<file path="src/rtl/io_decode_pkg.sv">
// rtl/io_decode_pkg.sv - shared widths and FSM encodings for the IO window decoder
package io_decode_pkg;
  localparam int BASE_W = 12;
  localparam int WAIT_W = 4;
  localparam int TO_W   = 8;
  localparam int IDX_W  = 3;

  localparam logic [2:0] ST_IDLE = 3'd0;
  localparam logic [2:0] ST_WAIT = 3'd1;
  localparam logic [2:0] ST_ACK  = 3'd2;
  localparam logic [2:0] ST_TOUT = 3'd3;
  localparam logic [2:0] ST_ERR  = 3'd4;
endpackage

</file>
<file path="src/rtl/io_window_match.sv">
// rtl/io_window_match.sv - combinational 16-byte window compare with lowest-index priority
module io_window_match
  import io_decode_pkg::*;
#(
  parameter int NUM_CH = 4
) (
  input  logic [BASE_W-1:0]        i_addr,
  input  logic [NUM_CH*BASE_W-1:0] i_ch_base,
  output logic [NUM_CH-1:0]        o_match,
  output logic [IDX_W-1:0]         o_idx,
  output logic                     o_hit
);

  // Walk from the top down so the lowest matching channel is the last writer.
  always_comb begin
    o_match = '0;
    o_idx   = '0;
    o_hit   = 1'b0;
    for (int i = NUM_CH - 1; i >= 0; i--) begin
      o_match[i] = (i_addr == i_ch_base[i*BASE_W +: BASE_W]);
      if (o_match[i]) begin
        o_idx = i[IDX_W-1:0];
        o_hit = 1'b1;
      end
    end
  end

endmodule

</file>
<file path="src/rtl/io_chip_select_dtack.sv">
// rtl/io_chip_select_dtack.sv - IO window decoder producing chip selects, access strobe, DTACK and BERR
module io_chip_select_dtack
  import io_decode_pkg::*;
#(
  parameter int                         NUM_CH       = 4,
  parameter logic [NUM_CH*BASE_W-1:0]   CH_BASE      = {12'h803, 12'h802, 12'h801, 12'h800},
  parameter logic [NUM_CH*WAIT_W-1:0]   CH_WAIT      = {4'd3, 4'd1, 4'd0, 4'd0},
  parameter int                         BERR_TIMEOUT = 64
) (
  input  logic              Clk,
  input  logic              Reset_H,
  input  logic [31:0]       Address,
  input  logic              IOSelect_H,
  input  logic              AS_L,
  input  logic              UDS_L,
  input  logic              LDS_L,
  output logic [NUM_CH-1:0] CS_H,
  output logic              Strobe_H,
  output logic              Dtack_L,
  output logic              Berr_L,
  output logic              Busy_H
);

  logic [2:0]        r_state;
  logic [IDX_W-1:0]  r_ch;
  logic [TO_W-1:0]   r_cnt;
  logic              r_ack_seen;

  logic              w_start;
  logic [NUM_CH-1:0] w_match;
  logic [IDX_W-1:0]  w_idx;
  logic              w_hit;
  logic [WAIT_W-1:0] w_wait;
  logic [NUM_CH-1:0] w_cs_sel;
  logic              w_unused_addr;

  assign w_unused_addr = ^{Address[31:16], Address[3:0], w_match};
  assign w_start = ~AS_L & IOSelect_H & (~UDS_L | ~LDS_L);

  io_window_match #(.NUM_CH(NUM_CH)) u_match (
    .i_addr    (Address[15:4]),
    .i_ch_base (CH_BASE),
    .o_match   (w_match),
    .o_idx     (w_idx),
    .o_hit     (w_hit)
  );

  always_comb begin
    w_wait = '0;
    for (int i = 0; i < NUM_CH; i++) begin
      if (w_idx == i[IDX_W-1:0]) w_wait = CH_WAIT[i*WAIT_W +: WAIT_W];
    end
  end

  always_comb begin
    w_cs_sel = '0;
    for (int i = 0; i < NUM_CH; i++) begin
      w_cs_sel[i] = (r_ch == i[IDX_W-1:0]);
    end
  end

  // Abort on AS_L high takes precedence over a counter expiring on the same edge.
  always_ff @(posedge Clk) begin
    if (Reset_H) begin
      r_state <= ST_IDLE;
      r_ch    <= '0;
      r_cnt   <= '0;
    end else begin
      case (r_state)
        ST_IDLE: begin
          if (w_start) begin
            if (w_hit) begin
              r_state <= ST_WAIT;
              r_ch    <= w_idx;
              r_cnt   <= {{(TO_W-WAIT_W){1'b0}}, w_wait};
            end else begin
              r_state <= ST_TOUT;
              r_cnt   <= TO_W'(BERR_TIMEOUT - 1);
            end
          end
        end
        ST_WAIT: begin
          if (AS_L)              r_state <= ST_IDLE;
          else if (r_cnt == '0)  r_state <= ST_ACK;
          else                   r_cnt   <= r_cnt - 1'b1;
        end
        ST_ACK: begin
          if (AS_L) r_state <= ST_IDLE;
        end
        ST_TOUT: begin
          if (AS_L)              r_state <= ST_IDLE;
          else if (r_cnt == '0)  r_state <= ST_ERR;
          else                   r_cnt   <= r_cnt - 1'b1;
        end
        ST_ERR: begin
          if (AS_L) r_state <= ST_IDLE;
        end
        default: r_state <= ST_IDLE;
      endcase
    end
  end

  // Outputs follow the state one cycle later, so nothing combinational reaches the pins.
  always_ff @(posedge Clk) begin
    if (Reset_H) begin
      CS_H       <= '0;
      Strobe_H   <= 1'b0;
      Dtack_L    <= 1'b1;
      Berr_L     <= 1'b1;
      Busy_H     <= 1'b0;
      r_ack_seen <= 1'b0;
    end else begin
      CS_H       <= (r_state == ST_WAIT || r_state == ST_ACK) ? w_cs_sel : '0;
      Strobe_H   <= (r_state == ST_ACK) && !r_ack_seen;
      Dtack_L    <= (r_state != ST_ACK);
      Berr_L     <= (r_state != ST_ERR);
      Busy_H     <= (r_state != ST_IDLE);
      r_ack_seen <= (r_state == ST_ACK);
    end
  end

endmodule

</file>
<file path="config.mk">
export PLATFORM = sky130hd
export DESIGN_NAME = io_chip_select_dtack
export DESIGN_NICKNAME = d
export VERILOG_FILES = /design/src/rtl/io_decode_pkg.sv /design/src/rtl/io_window_match.sv /design/src/rtl/io_chip_select_dtack.sv
export SDC_FILE = /design/constraint.sdc
export NUM_CORES = 1
export LEC_CHECK = 0
export CORE_ASPECT_RATIO = 1.4
export CORE_UTILIZATION = 35
export DETAILED_ROUTE_END_ITERATION = 6
export HOLD_SLACK_MARGIN = 0.06
export PLACE_DENSITY = 0.71
export SLEW_MARGIN = 20
export SYNTH_ARGS = -nofsm -noshare
export SYNTH_HDL_FRONTEND = slang
export SYNTH_SLANG_ARGS = --single-unit
</file>
<file path="constraint.sdc">
create_clock -name Clk -period 3.9 [get_ports Clk]
set_input_delay 0.975 -clock Clk [delete_from_list [all_inputs] [get_ports Clk]]
set_output_delay 0.975 -clock Clk [all_outputs]
set_load 0.05 [all_outputs]
</file>
==> Word level (Yosys, flattened, before mapping) <==
Index checks and enable logic that the tools add are counted.
{ "totals": {"register_bits": 23, "output_inout_bits": 8} }
{ "classes": {"addsub": 1, "eq_ne": 21, "mux": 23, "bitwise": 7, "reduce_logical": 14} }
{ "ops": {"columns": ["operator", "n"], "rows": [
  ["$eq 12x12->1 const B", 4],
  ["$mux 8", 3],
  ["$eq 3x2->1 const B", 6],
  ["$mux 3", 6],
  ["$pmux 8 s2", 1],
  ["$pmux 3 s4", 1],
  ["$mux 2", 5],
  ["$ne 3x3->1 const B", 3],
  ["$logic_not 8->1", 1],
  ["$reduce_and 4->1", 2],
  ["$sub 8x1->8 const B", 1],
  ["$eq 3x1->1 const B", 2],
  ["$logic_not 3->1", 2],
  ["$mux 6", 1],
  ["$ne 2x2->1 const B", 3],
  ["$reduce_or 2->1", 3],
  ["$mux 1", 5],
  ["$mux 4", 1],
  ["$not 1->1", 4],
  ["$eq 3x3->1 const B", 1],
  ["$ne 3x2->1 const B", 1],
  ["$reduce_and 3->1", 1],
  ["$reduce_bool 3->1", 1],
  ["$and 1x1->1", 2],
  ["6 further kinds", 6]
]} }

==> Logic depth before layout (Yosys ltp) <==
Gate-level depths: netlist (run 1).
{ "depth": {"depth_word": 11, "ltp_mapped": 6} }

==> Cells and area by module <==
Synthesis (run 1) repeated with hierarchy kept, for this count alone.
{ "hier_totals": {"cells_unflattened": 220, "hier_area_um2": 1843.0} }
{ "modules_own_cells": {"columns": ["module", "n_inst", "cells_each", "area_each_um2"], "rows": [
  ["io_chip_select_dtack", 1, 136, 1157.4],
  ["io_window_match", 1, 84, 685.7]
]} }

==> Worst setup path before layout (run 1) <==
No wires, ideal clock.
{ "synth_timing": {"path_kind": "input -> register", "from": "in AS_L", "to": "reg r_cnt[1]", "setup_ns": 0.117, "arrival_time_ns": 2.028, "slack_ns": 1.755, "path_stages": 4, "path_buffers": 0, "path_cell_list": "or3b_2 o21ba_2 nor2_2 a32o_1"} }
{ "synth_between": {"elab_chain_len": 5, "word_cells_on_any_way": 6, "classes_between": "eq/ne: 2; bitwise: 3; reduce/logical: 1"} }
{ "synth_lines": {"columns": ["element", "line_no", "rtl"], "rows": [
  ["start, declared", "io_chip_select_dtack.sv:14", "input logic AS_L,"],
  ["$not 1->1", "io_chip_select_dtack.sv:38", "assign w_start = ~AS_L & IOSelect_H & (~UDS_L | ~LDS_L);"],
  ["$and 1x1->1 (2 in a row)", "io_chip_select_dtack.sv:38", null],
  ["$ne 2x2->1 (no line)", null, null],
  ["$reduce_and 4->1 (no line) (*)", null, null],
  ["end signal, assigned", "io_chip_select_dtack.sv:75", "r_cnt <= {{(TO_W-WAIT_W){1'b0}}, w_wait};"],
  ["end signal, assigned", "io_chip_select_dtack.sv:78", "r_cnt <= TO_W'(BERR_TIMEOUT - 1);"],
  ["end signal, assigned", "io_chip_select_dtack.sv:85", "else r_cnt <= r_cnt - 1'b1;"],
  ["end, declared", "io_chip_select_dtack.sv:26", "logic [TO_W-1:0] r_cnt;"]
]} }
Mark *: on every way between the ends. The rest lies on a longest branch, timed or not.
A chain may end at the register's enable or synchronous reset.

==> Worst setup path in the final report (run 1) <==
{ "layout_timing": {"from": "in AS_L", "to": "reg r_cnt[4]"} }
Same word-level chain as after synthesis.

==> flow_summary.ini, run 1 <==
[power_and_ir_drop]
power_density_mw_per_mm2 = 405
ir_worst_vdd_mv = 0.216
leakage_nw = 0.494

[clocking]
cts_num_sinks = 22
holdBufCountCts = 0
numCtsBuffers = 3
cts.reportedPaths.clkPinSlew_ns = 0.08
htreeDepth = 1
cts_root_buf = clkbuf_8
cts_resized = 0
postCtsSetupBuffers = 0
cts_tree = built
cts_buffer_depth = 2
clock_latency_ns = 0.26

[synthesis]
synth_edf_count = 0
synth-seq-cells = 22
ys_types = 41
yosys-top-cells-count = dfxtp_1 (22), nor2_1 (12), a21oi_1 (8), nand3_1 (8)
async_flop_share = 0
synth_xor_area_frac = 0.00823
synth_top_area_frac = 0.414
synth_most_common_cell = dfxtp_1
ys_seq_area_frac = 0.414
synth_top_family_by_area = simple AND/OR/NAND/NOR gates
yosys.area_share.adder = 0.0235
ys.flop_type = dfxtp_1
synth_mux_area_frac = 0.0106
synth_compound_gate_area_share = 0.242
synth_area_leaders = dfxtp_1 (41%), nor2_1 (4.2%), a21oi_1 (3.8%), nand3_1 (3.8%), or3_1 (2.9%)
synth_fp_nets = 164
syn_avg_cell_area_um2 = 8.59
synth-simple-area-share = 0.261
yosysWarnings = 0
synth_largest_area_cell = dfxtp_1
syn-cell-area_mm2 = 0.00106
synthCells = 124

[setup_path]
cp.required_ns = 4.07
cp.arrival_ns = 2.68
end_kind = flip-flop
crit_chain = clkdlybuf4s50_1 -> or3b_2 -> o21ba_2 -> nor2_2 -> o32ai_1
reg2reg_slack_ns = 1.94
slowest_stage = or3b_2
crit_family = compound AO/OA/AOI/OAI gates
path_buf_inv = 1
crit_path_max_incr_delay_ns = 0.49
worst-setup-path-type = input pin to flip-flop
path_max_fanout = 6
cp-start-kind = input pin

[finish]
nets = 187
drive_gt1_frac = 0.0822
diodes = 0
finalNonFillerCells = 183
final_util = 0.488
area_growth_syn_to_layout_pct = 31.8

[global_route]
grt_pass1_vias = 1065
antenna_found_initial = 0
grt_max_degree = 17
gr-total-overflow = 0
grt_pass1_wl_um = 4480
grt.total_usage = 0.176

[die]
coreArea_mm2 = 0.00288
die_h_um = 67.3
num_io_pins = 46
start_util = 0.370
dieArea_mm2 = 0.00327
fp-row-count = 23
die_x_um = 48.6

[detailed_routing]
vias = 1076
viasPerCell = 5.88
wl_per_cell_um = 14.6
wl_um = 2670
drtIter0Drc = 51
postRouteAntennaNets = 0
dr.pass1.iters = 5
drc = 0

[timing]
whs_ns = 0.393
skew_ns = 0.00318
period_needed_ns = 2.51
slew-limit-headroom = 0.605
worst_pin_slew_ns = 0.590
maxSlewViolCount = 0
max_freq_mhz = 398
tns_ns = 0
hold_viol = 0
setup_viol = 0
fin_crit_sh = 0.644
rsz0062_at_grt = false

[placement]
place_congestion = 0.828
portBuffers = 25
dp_hpwl_um = 2020
placed_cells = 179

[run]
cap_viol_max_count = 0

[outcome]
status = completed

[hold_path]
hold_class = flip-flop to flip-flop
[logic make-up (layout without fill, tap and decap cells)]
logic type,after synthesis,in the layout
adders and majority gates,2,2
buffers and inverters,11,33
and+or+nand+nor,51,51
xor gates and xnor gates,1,1
DFF,22,22
AOI/OAI and AO/OA,36,36
muxes,1,1
[flip-flops by register name, indices dropped and copies added, names as in the netlist]
signal      count
CS_H            4
r_ack_seen      1
r_state         3
Dtack_L         1
Strobe_H        1
Berr_L          1
r_cnt           8
r_ch            2
Busy_H          1
[final timing paths]
kind / startpoint / to / cells after the start
max: AS_L / r_cnt[4] / 5
min reg2reg: r_ack_seen / Strobe_H / 1
max reg2reg: r_cnt[0] / r_state[1] / 6
min: r_ack_seen / Strobe_H / 1
[cells in the final DEF, fill, tap and decap left out, drive strengths merged, types with 4 or more instances in the layout]
master,Yosys,layout
nand3,8,8
clkdlybuf4s50,0,25
a21oi,8,8
a31oi,4,4
nor2,13,13
inv,4,4
dfxtp,22,22
or3,6,6
nor3,5,5
[where the power goes]
part | switching, mW | total [mW] | internal [mW]
clock | 0.0735 | 0.211 | 0.137
combinational | 0.0613 | 0.112 | 0.0510
sequential | 0.0106 | 0.246 | 0.236
[through the flow]
stage / setup slack, ns / cell area [µm²] / power, mW
final: 1.39 / 1400 / 0.569
after global routing: 1.36 / 1400 / 0.595
after CTS: 1.41 / 1400 / 0.572
after detailed placement: 1.12 / 1330 / 0.362
after global placement: 1.17 / 1330 / 0.357
after floorplan: 1.76 / 1060 / 0.325
[layer usage]
metal / vias to the layer above / share of wire / wire [µm] / GRT usage
li1: 513 / - / - / -
met1: 519 / 0.38 / 1020 / 0.172
met2: 40 / 0.56 / 1500 / 0.337
met3: 4 / 0.039 / 105 / 0.0248
met4: 0 / 0.016 / 44 / 0.129
met5: - / 0 / 0 / 0
[layout make-up]
class / count / area, µm²
clock buffers: 3 / 41.3
repair buffers: 25 / 250
multi-input cells: 91 / 581
clock inverters: 1 / 30.0
flip-flops and latches: 22 / 440
well taps: 37 / 46.3
inverters: 4 / 15.0
fillers: 272 / 1470
Note: power is estimated with default switching activity, not from simulation.
==> run 2: changes to the inputs <==
--- a/config.mk
+++ b/config.mk
@@ -9,7 +9,7 @@
 export CORE_UTILIZATION = 35
 export DETAILED_ROUTE_END_ITERATION = 6
 export HOLD_SLACK_MARGIN = 0.06
-export PLACE_DENSITY = 0.71
+export PLACE_DENSITY = 0.74
 export SLEW_MARGIN = 20
 export SYNTH_ARGS = -nofsm -noshare
 export SYNTH_HDL_FRONTEND = slang
==> constraint.sdc (replaced) <==
create_clock -name Clk -period 2.29 [get_ports Clk]
set_input_delay 0.5725 -clock Clk [delete_from_list [all_inputs] [get_ports Clk]]
set_output_delay 0.5725 -clock Clk [all_outputs]
set_load 0.05 [all_outputs]
==> run 2 against run 1 <==
Compared with the run above: hold slack got worse by 0.00050 ns; power rose by 56%; final area grew 0.98%; utilization up 0.48 points; global-route usage decreased by 0.46 points; sequential share of layout area down 0.30 points; critical path depth grew 1; combinational power up 74%; die area is the same; worst setup slack got worse by 1.1 ns; critical endpoint is now r_cnt[1]; largest cell class unchanged.
==> flow_summary.ini, run 2 (synthesized netlist as in run 1, its figures left out) <==
[setup_path]
path_max_fanout = 9
cp-start-kind = input pin
critPathLaunch = AS_L
worst-setup-path-type = input pin to flip-flop
end_kind = flip-flop
cp.required_ns = 2.45
rr_startpoint = r_cnt[2]
cp.arrival_ns = 2.18

[placement]
post-place-ws_ns = 0.0121
place_congestion = 0.814
portBuffers = 25
placed_cells = 183
dp_hpwl_um = 2000

[global_route]
gr-total-overflow = 0
antenna_found_initial = 0
grt_pass1_wl_um = 4310
grt.total_usage = 0.171
grt_max_degree = 13
grt_pass1_vias = 1078

[timing]
period_needed_ns = 2.02
tns_ns = 0
max_freq_mhz = 494
fin_ws_ns = 0.266
rsz0062_at_grt = false
setup_viol = 0
slew-limit-headroom = 0.665
fin_crit_sh = 0.884
maxSlewViolCount = 0
skew_ns = 0.00170
hold_viol = 0
worst_pin_slew_ns = 0.501

[clocking]
cts_num_sinks = 22
cts_buffer_depth = 2
htreeDepth = 1
holdBufCountCts = 0
postCtsSetupBuffers = 0
clock_latency_ns = 0.26
cts_resized = 0
cts_tree = built
numCtsBuffers = 3
cts.reportedPaths.clkPinSlew_ns = 0.08
cts_root_buf = clkbuf_8

[die]
die_h_um = 67.3
fp-row-count = 23
num_io_pins = 46
die_x_um = 48.6
start_util = 0.370
coreArea_mm2 = 0.00288
dieArea_mm2 = 0.00327

[detailed_routing]
wl_um = 2640
wl_per_cell_um = 14.1
drtIter0Drc = 43
drc = 0
dr.pass1.iters = 4
postRouteAntennaNets = 0
vias = 1076
viasPerCell = 5.75

[power_and_ir_drop]
ir_worst_vdd_mv = 0.289
swShare = 0.275
p_clk_frac = 0.310
seq_power_share = 0.471
power_density_mw_per_mm2 = 628
switching_power_mw = 0.245
internal_power_mw = 0.646
share_comb_of_total_power = 0.220
power_mw = 0.890
leakage_nw = 0.507

[finish]
diodes = 0
largest_reg_flops = 8
finalNonFillerCells = 187
largestRegisters = r_cnt: 8 flops, CS_H: 4 flops, r_state: 3 flops
final_util = 0.493
nets = 191
mostFrequentLayoutCell = clkdlybuf4s50_1
area_growth_syn_to_layout_pct = 33.1
final_cell_mix = clkdlybuf4s50_1 (25), dfxtp_1 (22), nor2_1 (12)
drive_gt1_frac = 0.107
largest-register = r_cnt

[hold_path]
hold_start = r_ack_seen
hold_class = flip-flop to flip-flop

[outcome]
status = completed

[run]
cap_viol_max_count = 0
-- run 2: final timing paths --
kind,end,slack (ns),cells after the start
hold reg to reg,Strobe_H,0.39,1
hold / removal,Strobe_H,0.39,1
setup / recovery,r_cnt[1],0.27,6
setup reg to reg,r_state[1],0.30,4
-- run 2: critical path: stages --
cell and delay [ns]:
clkdlybuf4s50_1 0.42, buf_4 0.15, nor4_1 0.24, and2_1 0.40, nor2_2 0.13, a32o_1 0.27
-- run 2: cell type report --
cell class	count	area [µm²]
repair buffers	29	280
clock buffers	4	55.1
inverters	4	15.0
fillers	277	1460
multi-input cells	91	581
flip-flops and latches	22	440
well taps	37	46.3
-- run 2: power by group through the flow --
stage | clock (mW) | combinational, mW | sequential [mW]
floorplan | 0 | 0.120 | 0.432
global placement | 0 | 0.187 | 0.426
global route | 0.296 | 0.211 | 0.421
finish | 0.276 | 0.195 | 0.419
detailed placement | 0 | 0.192 | 0.427
CTS | 0.280 | 0.193 | 0.418
-- run 2: routing by layer --
| metal | vias up | GRT usage | part of all wire |
|---|---|---|---|
| met2 | 42 | 0.330 | 0.55 |
| met3 | 6 | 0.0360 | 0.065 |
| met5 | - | 0 | 0 |
| met1 | 511 | 0.158 | 0.36 |
| li1 | 517 | - | - |
| met4 | 0 | 0.129 | 0.020 |
-- run 2: metrics by stage --
stage | hold WS [ns] | area [µm²]
final | 0.392 | 1420
after global routing | 0.421 | 1420
after CTS | 0.395 | 1420
after detailed placement | 0.387 | 1360
after global placement | 0.375 | 1360
after floorplan | 0.367 | 1060
==> run 3: changes to the inputs <==
--- a/config.mk
+++ b/config.mk
@@ -5,11 +5,12 @@
 export SDC_FILE = /design/constraint.sdc
 export NUM_CORES = 1
 export LEC_CHECK = 0
+export ABC_CLOCK_PERIOD_IN_PS = 2290
 export CORE_ASPECT_RATIO = 1.4
 export CORE_UTILIZATION = 35
 export DETAILED_ROUTE_END_ITERATION = 6
 export HOLD_SLACK_MARGIN = 0.06
-export PLACE_DENSITY = 0.74
+export PLACE_DENSITY = 0.71
 export SLEW_MARGIN = 20
 export SYNTH_ARGS = -nofsm -noshare
 export SYNTH_HDL_FRONTEND = slang
==> run 3 against run 2 <==
Compared with the run above: via count increased by 1.4%; critical path type unchanged; sequential power is essentially flat; die area unchanged; flip-flop and latch count is the same; clock power barely moved; maximum frequency barely moved; non-clock buffer count unchanged; routed wire length is 3.8% higher; highest routed layer unchanged; hold slack better by 0.0035 ns.
==> flow_summary.ini, run 3 (synthesized netlist as in run 1, its figures left out) <==
[timing]
worst_pin_slew_ns = 0.517
tns_ns = 0
maxSlewViolCount = 0
slew-limit-headroom = 0.654
rsz0062_at_grt = false
skew_ns = 0.00161
period_needed_ns = 2.03
whs_ns = 0.396
setup_viol = 0
fin_ws_ns = 0.264
fin_crit_sh = 0.885
hold_viol = 0
max_freq_mhz = 494

[clocking]
cts_num_sinks = 22
numCtsBuffers = 3
htreeDepth = 1
cts.reportedPaths.clkPinSlew_ns = 0.08
cts_buffer_depth = 2
postCtsSetupBuffers = 0
cts_root_buf = clkbuf_8
cts_tree = built
clock_latency_ns = 0.26
holdBufCountCts = 0
cts_resized = 0

[global_route]
grt_max_degree = 13
grt.total_usage = 0.176
gr-total-overflow = 0
grt_pass1_vias = 1095
grt_pass1_wl_um = 4470
grt-busiest-layer = met2
grt_util_met1 = 0.171
globalRouteMet2Util = 0.323
grtUsageMet3 = 0.0248
antenna_found_initial = 0

[finish]
largest-register = r_cnt
mostFrequentLayoutCell = clkdlybuf4s50_1
largest_reg_flops = 8
nets = 191
final_util = 0.493
design_area_mm2 = 0.00142
drive_gt1_frac = 0.107
largestRegisters = r_cnt: 8 flops, CS_H: 4 flops, r_state: 3 flops
final_cell_mix = clkdlybuf4s50_1 (25), dfxtp_1 (22), nor2_1 (12)
n_fill_cell = 272
area_growth_syn_to_layout_pct = 33.1
diodes = 0

[setup_path]
path_max_fanout = 6
end_kind = flip-flop
rr_startpoint = r_cnt[0]
worst-setup-path-type = input pin to flip-flop
r2r-end = r_state[1]
rr_worst_depth = 6
cp.required_ns = 2.46
critPathLaunch = AS_L
cp.arrival_ns = 2.20
reg2reg_slack_ns = 0.28
cp-start-kind = input pin
critPathCapture = r_cnt[4]

[die]
dieArea_mm2 = 0.00327
start_util = 0.370
die_h_um = 67.3
die_x_um = 48.6
num_io_pins = 46
fp-row-count = 23
coreArea_mm2 = 0.00288

[placement]
post-place-ws_ns = -0.00385
placed_cell_area_mm2 = 0.00136
dp_hpwl_um = 2020
portBuffers = 25
place_congestion = 0.844

[power_and_ir_drop]
seq_power_share = 0.470
swShare = 0.277
ir_worst_vdd_mv = 0.417
p_clk_frac = 0.312
power_density_mw_per_mm2 = 630
switching_power_mw = 0.248
leakage_nw = 0.507
internal_power_mw = 0.646
share_comb_of_total_power = 0.218

[hold_path]
hold_class = flip-flop to flip-flop

[detailed_routing]
postRouteAntennaNets = 0
drtIter0Drc = 32
viasPerCell = 5.83
drc = 0
wl_per_cell_um = 14.6
vias = 1091
wl_um = 2740
dr.pass1.iters = 4

[run]
cap_viol_max_count = 0

[outcome]
status = completed
-- run 3: worst max-delay path, cell delays in order --
cell and delay, ns:
clkdlybuf4s50_1 0.43, or3b_2 0.48, o21ba_2 0.33, nor2_2 0.09
o32ai_1 0.29
-- run 3: per-stage QoR --
stage,total power [mW],instances
2_1_floorplan,0.553,124
3_3_place_gp,0.614,183
3_5_place_dp,0.620,183
4_1_cts,0.897,187
5_1_grt,0.932,187
6_report,0.894,187
-- run 3: area by class of cell --
type / instances / area [µm²] / area share
Timing Repair Buffer: 29 / 280 / 0.198
Tap cell: 37 / 46.3 / 0.0327
Clock buffer: 4 / 55.1 / 0.0388
Multi-Input combinational cell: 91 / 581 / 0.410
Inverter: 4 / 15.0 / 0.0106
Sequential cell: 22 / 440 / 0.311
-- run 3: power groups by stage --
stage / combinational (mW) / sequential (mW) / clock, mW
global placement: 0.188 / 0.426 / 0
finish: 0.195 / 0.420 / 0.278
CTS: 0.194 / 0.419 / 0.284
floorplan: 0.120 / 0.432 / 0
global route: 0.213 / 0.422 / 0.297
detailed placement: 0.192 / 0.428 / 0
-- run 3: metal layers --
metal / vias to the layer above / wire length (µm)
met5: - / 0
met4: 0 / 98
met3: 14 / 157
met2: 52 / 1430
met1: 508 / 1050
li1: 517 / -
-- run 3: worst min path at each step --
stage               start  slack [ns]  cells past startpoint       end
4_1_cts        r_ack_seen        0.41                      1  Strobe_H
3_3_place_gp   r_ack_seen        0.38                      1  Strobe_H
3_5_place_dp   r_ack_seen        0.39                      1  Strobe_H
5_1_grt        r_ack_seen        0.43                      1  Strobe_H
6_report       r_ack_seen        0.40                      1  Strobe_H
2_1_floorplan  r_ack_seen        0.37                      1  Strobe_H
